## config.mk

```make
export PLATFORM = sky130hd
export DESIGN_NAME = dequantizer_unpack
export DESIGN_NICKNAME = d
export VERILOG_FILES = /design/src/rtl/quant_pkg.sv /design/src/rtl/dequant_recon.sv /design/src/rtl/dequantizer_unpack.sv
export SDC_FILE = /design/constraint.sdc
export NUM_CORES = 1
export LEC_CHECK = 0
export ABC_AREA = 1
export BUFFER_PORTS_ARGS = -buffer_cell sky130_fd_sc_hd__buf_2
export CAP_MARGIN = 40
export CORE_MARGIN = 3
export CORE_UTILIZATION = 50
export CTS_CLUSTER_DIAMETER = 40
export CTS_CLUSTER_SIZE = 20
export DETAILED_ROUTE_END_ITERATION = 8
export GPL_TIMING_DRIVEN = 0
export PLACE_DENSITY = 0.73
export SYNTH_ARGS = -nofsm -noshare
export SYNTH_HDL_FRONTEND = slang
export SYNTH_HIERARCHICAL = 1
export SYNTH_SLANG_ARGS = --single-unit
export TNS_END_PERCENT = 10
```

## constraint.sdc

```tcl
create_clock -name clk -period 2.7 [get_ports clk]
set_clock_uncertainty 0.05 [all_clocks]
set_input_delay 0.27 -clock clk [delete_from_list [all_inputs] [get_ports clk]]
set_output_delay 0.27 -clock clk [all_outputs]
set_load 0.01 [all_outputs]
```

## src/rtl/quant_pkg.sv

```systemverilog
// Shared definitions for the quantizer / dequantizer family: word width,
// codes-per-word and reconstruction fill helpers.
package quant_pkg;

   localparam int WORD_W = 32;

   typedef enum logic {
      EMPTY = 1'b0,
      DRAIN = 1'b1
   } drain_state_e;

   // Only code widths that tile a word exactly are supported.
   function automatic bit bits_legal(input int bits);
      return (bits == 1) || (bits == 2) || (bits == 4) || (bits == 8) || (bits == 16);
   endfunction

   function automatic int cpw(input int bits);
      return WORD_W / bits;
   endfunction

   // Midpoint reconstruction sets the bit just below the code, halving the error.
   function automatic logic [WORD_W-1:0] recon_fill(input int bits, input bit midpoint);
      logic [WORD_W-1:0] one;
      one = 1;
      return midpoint ? (one << (WORD_W - 1 - bits)) : '0;
   endfunction

endpackage

```

## src/rtl/dequant_recon.sv

```systemverilog
// Combinational code-to-sample reconstruction: code in the top bits, fill below.
module dequant_recon
   import quant_pkg::*;
#(
   parameter int BITS     = 4,
   parameter bit MIDPOINT = 1'b1
) (
   input  logic [BITS-1:0]   code,
   output logic [WORD_W-1:0] sample
);

   localparam logic [WORD_W-1:0] FILL = recon_fill(BITS, MIDPOINT);

   assign sample = {code, {(WORD_W-BITS){1'b0}}} | FILL;

endmodule

```

## src/rtl/dequantizer_unpack.sv

```systemverilog
// Unpacks 32-bit words of MSB-first BITS-wide codes into one reconstructed
// sample per code, with valid/ready on both sides and frame-end handling.
module dequantizer_unpack
   import quant_pkg::*;
#(
   parameter int BITS     = 4,
   parameter bit MIDPOINT = 1'b1,
   parameter int CNT_W    = 16
) (
   input  logic              clk,
   input  logic              rst_n,
   input  logic [31:0]       in_word,
   input  logic              in_valid,
   output logic              in_ready,
   input  logic              in_last,
   input  logic [5:0]        in_count,
   output logic [31:0]       out_sample,
   output logic              out_valid,
   input  logic              out_ready,
   output logic              out_last,
   output logic              err,
   output logic [CNT_W-1:0]  sample_cnt
);

   localparam int         CPW  = cpw(BITS);
   localparam logic [5:0] CPW6 = 6'(CPW);

   generate
      if (!bits_legal(BITS)) begin : g_bad_bits
         $error("dequantizer_unpack: BITS must be one of 1, 2, 4, 8, 16");
      end
   endgenerate

   drain_state_e      state_q, state_d;
   logic [31:0]       sh_q, sh_d;
   logic [5:0]        rem_q, rem_d;
   logic              lw_q, lw_d;
   logic              err_q, err_d;
   logic              rdy_q, rdy_d;
   logic [CNT_W-1:0]  cnt_q, cnt_d;

   logic              in_xfer;
   logic              out_xfer;
   logic              bad_count;
   logic [31:0]       recon_sample;

   dequant_recon #(
      .BITS     (BITS),
      .MIDPOINT (MIDPOINT)
   ) u_recon (
      .code   (sh_q[31 -: BITS]),
      .sample (recon_sample)
   );

   always_ff @(posedge clk or negedge rst_n) begin
      if (!rst_n) begin
         state_q <= EMPTY;
         sh_q    <= '0;
         rem_q   <= '0;
         lw_q    <= 1'b0;
         err_q   <= 1'b0;
         rdy_q   <= 1'b0;
         cnt_q   <= '0;
      end else begin
         state_q <= state_d;
         sh_q    <= sh_d;
         rem_q   <= rem_d;
         lw_q    <= lw_d;
         err_q   <= err_d;
         rdy_q   <= rdy_d;
         cnt_q   <= cnt_d;
      end
   end

   always_comb begin
      state_d = state_q;
      sh_d    = sh_q;
      rem_d   = rem_q;
      lw_d    = lw_q;
      cnt_d   = cnt_q;
      rdy_d   = 1'b1;

      out_valid  = (state_q == DRAIN);
      out_last   = (state_q == DRAIN) && lw_q && (rem_q == 6'd1);
      out_sample = (state_q == DRAIN) ? recon_sample : 32'd0;
      // rdy_q keeps in_ready low until the first edge after reset release.
      in_ready   = rdy_q && ((state_q == EMPTY) || ((rem_q == 6'd1) && out_ready));

      in_xfer   = in_valid && in_ready;
      out_xfer  = out_valid && out_ready;
      bad_count = in_last && ((in_count == 6'd0) || (in_count > CPW6));
      err_d     = in_xfer && bad_count;

      if (out_xfer) begin
         sh_d  = sh_q << BITS;
         rem_d = rem_q - 6'd1;
         if (out_last) begin
            cnt_d = '0;
         end else if (cnt_q != {CNT_W{1'b1}}) begin
            cnt_d = cnt_q + 1'b1;
         end
      end

      // A fresh word overrides the shift of the final code of the previous one.
      if (in_xfer) begin
         sh_d  = in_word;
         rem_d = (in_last && !bad_count) ? in_count : CPW6;
         lw_d  = in_last;
      end

      state_d = (rem_d != 6'd0) ? DRAIN : EMPTY;
   end

   assign err        = err_q;
   assign sample_cnt = cnt_q;

endmodule
```

Yosys cells after proc, flatten, opt, wreduce, memory -nomap -nowiden
Index checks and enable logic that the tools add are counted.

word-level totals
  memories kept = 0
  bits in latches = 0
  register bits = 58
  bits in read-only memories = 0
  RAM bits = 0
  logic and storage cells = 39

operators by class
  multiplexer cells = 9
  $mul = 0
  reductions and logical operators = 17
  eq/ne operators = 2
  $lt $le $gt $ge = 1
  shifts and indexed selects = 0
  divide/modulo/power cells = 0
  add/subtract/negate cells = 2
  bitwise logic cells = 1

operators by type and width
  operator                 count
  $mux W32                 3
  $mux W16                 2
  $mux W6                  3
  $add A16 B1 Y16 const B  1
  $ne A16 B16 Y1 const B   1
  $logic_and A1 B1 Y1      9
  $eq A6 B1 Y1 const B     1
  $gt A6 B4 Y1 const B     1
  $logic_not A6 Y1         1
  $reduce_bool A6 Y1       1
  $sub A6 B1 Y6 const B    1
  $reduce_bool A2 Y1       2
  $logic_or A1 B1 Y1       2
  $reduce_and A2 Y1        1
  $logic_not A1 Y1         1
  $mux W1                  1
  $not A1 Y1               1

Depth between registers and ports, before layout
  depth after elaboration = 9
  gate-level depth with buffers = 13
  depth with buffers taken out = 11

Hierarchy
Netlist, hierarchy kept.

modules (own cells, without submodules)
  module              area an instance (um^2)  cells an instance  instances  sequential area each (um^2)
  dequantizer_unpack  3402.0                   467                1          1451.4
  dequant_recon       247.7                    34                 1          0.0

Worst setup path after synthesis
OpenSTA, ideal clock, no wires.

  kind = register -> register
  start point = register cnt_q[0], in the netlist sample_cnt[0]
  end point = register cnt_q[3], in the netlist sample_cnt[3]
  data arrival time = 1572 ps
  setup time = 119 ps
  path slack = 959 ps
  stages on the path, launching flop included = 10
  cells stage by stage = dfrtp_1 -> ha_1 -> nand3_2 -> nor3_4 -> nand3_2 -> o21ai_2 -> inv_2 -> buf_6 -> nand3_2 -> o21ai_2

between the ends
  longest elaborated chain between the ends = 3
  elaborated cells on any way between the ends = 6
  classes of those cells = add/sub (1); eq/ne (1); mux (2); reduce/logical (2)

ends and longest elaborated chain
  what                                               RTL line                                             text
  from (decl)                                        dequantizer_unpack.sv:40                             logic [CNT_W-1:0] cnt_q, cnt_d;
  from (signal assigned)                             dequantizer_unpack.sv:71                             cnt_q <= cnt_d;
  $add A16 B1 Y16 or $ne A16 B16 Y1 (tied branches)  dequantizer_unpack.sv:100, dequantizer_unpack.sv:99
  $mux W16 or $reduce_bool A2 Y1 (tied branches)     n/a
  $mux W16 or $reduce_and A2 Y1 (tied branches)      n/a

Several ways; a longest one is shown, not always the timed one. The select of a mux whose other input is x is not followed.
A chain may end at the register's enable or synchronous reset.

Worst setup path in the final report
Ends and elaborated chain as after synthesis.

==> run metrics <==
Worst-Margin Slew=0.656 ns; Synth Flop Type=dfrtp_1; critical-path cell list=ha_1 > nand3_2 > nor3_4 > nand3_2 > o21ai_2 > inv_2 > buf_6 > nand3_2 > o21ai_2; critical path class=reg -> reg; Leak Pwr=2.68 nW; endpoints failing setup=0; DIE HEIGHT=91.4 µm; Slew Limit Headroom=0.563; CTS tree=done; Pwr Density=713 mW/mm²; share of the yosys chip area belonging to registers=0.398; ratio of cells with drive above 1 in the final layout=0.257; RSZ-0062 raised after global routing=no; DR vias/cell=4.79; post-route ant nets=0; largest fanout on the critical path=10; EDFF count, synth=0; first-pass GRT wire length=14.2 mm; number of instances in the placed design=691; Setup crit end kind=flip-flop; Seq cells post-synth=58; WP buf/inv=2; Placed Area=0.00422 mm²; CTS root buf=clkbuf_8; Core Rows=30; Syn Area/Cell=7.28 µm²; status=finished, final reports clean; vias in the first global route=3094; Buffers on Ports=67; post-cts sizing count=0; Worst Path Arrival=2.13 ns; drt pass-1 iters=4; largest net degree at the start of global routing=32; global route overflow=0; dpl hpwl=6.59 mm; count leader, synth=nand2_1; most instantiated cells after synthesis=nand2_1, nand3_1, inv_1; CP startpoint kind=flip-flop; Max clock buf depth=2; Final period util=0.724; setup TNS=0 ns; synth unique cells=31; DRT Wirelength=8.56 mm; wire per inst=12.1 µm; crit-path most repeated cell=nand3_2; Finished Layout Cells=708; gr usage total=0.209; H-tree levels=3; worst endpoint required time=2.87 ns; Final Cell Area=0.00445 mm²; Post-synth ARST share=1.00; Horiz. Die Dim=91.4 µm; Tot Pwr=3.17 mW; total CTS buffers=9; final hold vios=0; Hold Crit Class=in -> reg; Worst-path clk slew=0.08 ns; Core ar.=0.00694 mm²; initial core utilization=0.526; initial DRC count=184; drc violations=0; Area growth syn-to-layout=21.9%; I/O pins=95; GP Congestion=0.855; initial antenna violation count=0; Cell Area, Synth=0.00365 mm²; CP max stage delay=0.46 ns; Ant. Diodes=0; Synth area leaders=dfrtp_1, nand2_1, nand3_1; fin nets=653; Yosys Warn Count=6; fin. max-slew vios=0; Largest delay share family, worst path=simple AND/OR/NAND/NOR gates; via count=3393; Max-Cap Viols=0; die footprint=0.00836 mm²; area share of the largest cell type after synthesis=0.398; clk_lat worst skew=0.33 ns; slowest CP cell=dfrtp_1; Post-CTS Setup Bufs=0; Yosys top cell by area=dfrtp_1; min cycle time layout=1.95 ns; maximum vdd drop=420 µV; Mapped Cells=501; Clock Sinks=58; fmax=512 MHz
worst paths after layout:
kind                          startpoint       endpoint  slack, ns  cells after the start
hold / removal                in_word[2]        sh_q[2]       0.08                      3
setup / recovery           sample_cnt[0]  sample_cnt[3]       0.75                      9
max in group asynchronous          rst_n       sh_q[22]       1.55                      3
min in group asynchronous          rst_n  sample_cnt[6]       0.44                      2
setup reg to reg           sample_cnt[0]  sample_cnt[3]       0.75                      9
hold reg to reg                     lw_q           lw_q       0.46                      2
logic make-up (layout without fill, tap and decap cells):
family | Yosys count | in the layout | share of synthesized area
flip-flops | 58 | 58 | 0.398
AO/OA/AOI/OAI | 34 | 34 | 0.0573
XOR/XNOR | 9 | 9 | 0.0216
buffers and inverters | 124 | 209 | 0.169
other | 3 | 29 | 0.00309
adder cells (fa/ha/maj) | 3 | 3 | 0.0103
AND/OR/NAND/NOR | 270 | 270 | 0.341
area by class of cell:
type | instances | area [µm²]
Multi-Input combinational cell | 345 | 1680
Inverter | 69 | 259
Clock buffer | 9 | 124
Tap cell | 96 | 120
Fill cell | 673 | 2490
Timing Repair Buffer | 69 | 365
Sequential cell | 58 | 1450
Buffer | 55 | 359
Clock inverter | 7 | 93.8
layout by cell type (no fill, tap or decap), drive strengths merged:
cell         instances
o21ai               27
inv                 69
bufinv               2
a21boi               1
o211ai               4
a21oi                1
clkbuf              16
buf                116
nand4               13
nand2              128
xnor2                1
clkinv               3
and2                 1
clkinvlp             2
or2                  5
dfrtp               58
conb                29
a31o                 1
nor3                 6
xor2                 8
dlygate4sd3          1
ha                   3
nand3               95
nor2                22
power breakdown:
| part | total [mW] | internal, mW | switching [mW] |
|---|---|---|---|
| registers | 1.26 | 1.09 | 0.177 |
| logic | 1.02 | 0.425 | 0.598 |
| clock network | 0.886 | 0.517 | 0.369 |
worst reg2reg max path, stage by stage (launching register included):
cell and delay, ns:
dfrtp_1 0.46, ha_1 0.30, nand3_2 0.18, nor3_4 0.19, nand3_2 0.12, o21ai_2 0.20
inv_2 0.06, buf_6 0.15, nand3_2 0.07, o21ai_2 0.05
metrics by stage:
step / hold WS (ns) / setup slack (ns) / utilization
finish: 0.0844 / 0.745 / 0.641
global route: 0.0821 / 0.534 / 0.641
CTS: 0.0764 / 0.742 / 0.641
detailed placement: 0.282 / 0.745 / 0.608
global placement: 0.421 / 0.802 / 0.605
floorplan: -0.0756 / 0.959 / -
repair_timing:
| item | CTS | global route |
|---|---|---|
| hold endpoints to repair | 27 | 0 |
| hold buffers | 1 | 0 |
| endpoints found under the setup margin | 0 | 0 |
state kept, by name (all words and copies together), names as in the netlist:
name        count
rdy_q           1
lw_q            1
out_valid       1
err             1
sample_cnt     16
sh_q           32
rem_q           6
per-layer routing:
layer / up-vias / track usage / part of all wire
li1: 1748 / - / -
met1: 1535 / 0.284 / 0.46
met2: 98 / 0.330 / 0.47
met3: 12 / 0.0381 / 0.053
met4: 0 / 0.0817 / 0.018
met5: - / 0 / 0
No activity file was read; power rests on OpenSTA's default activity.
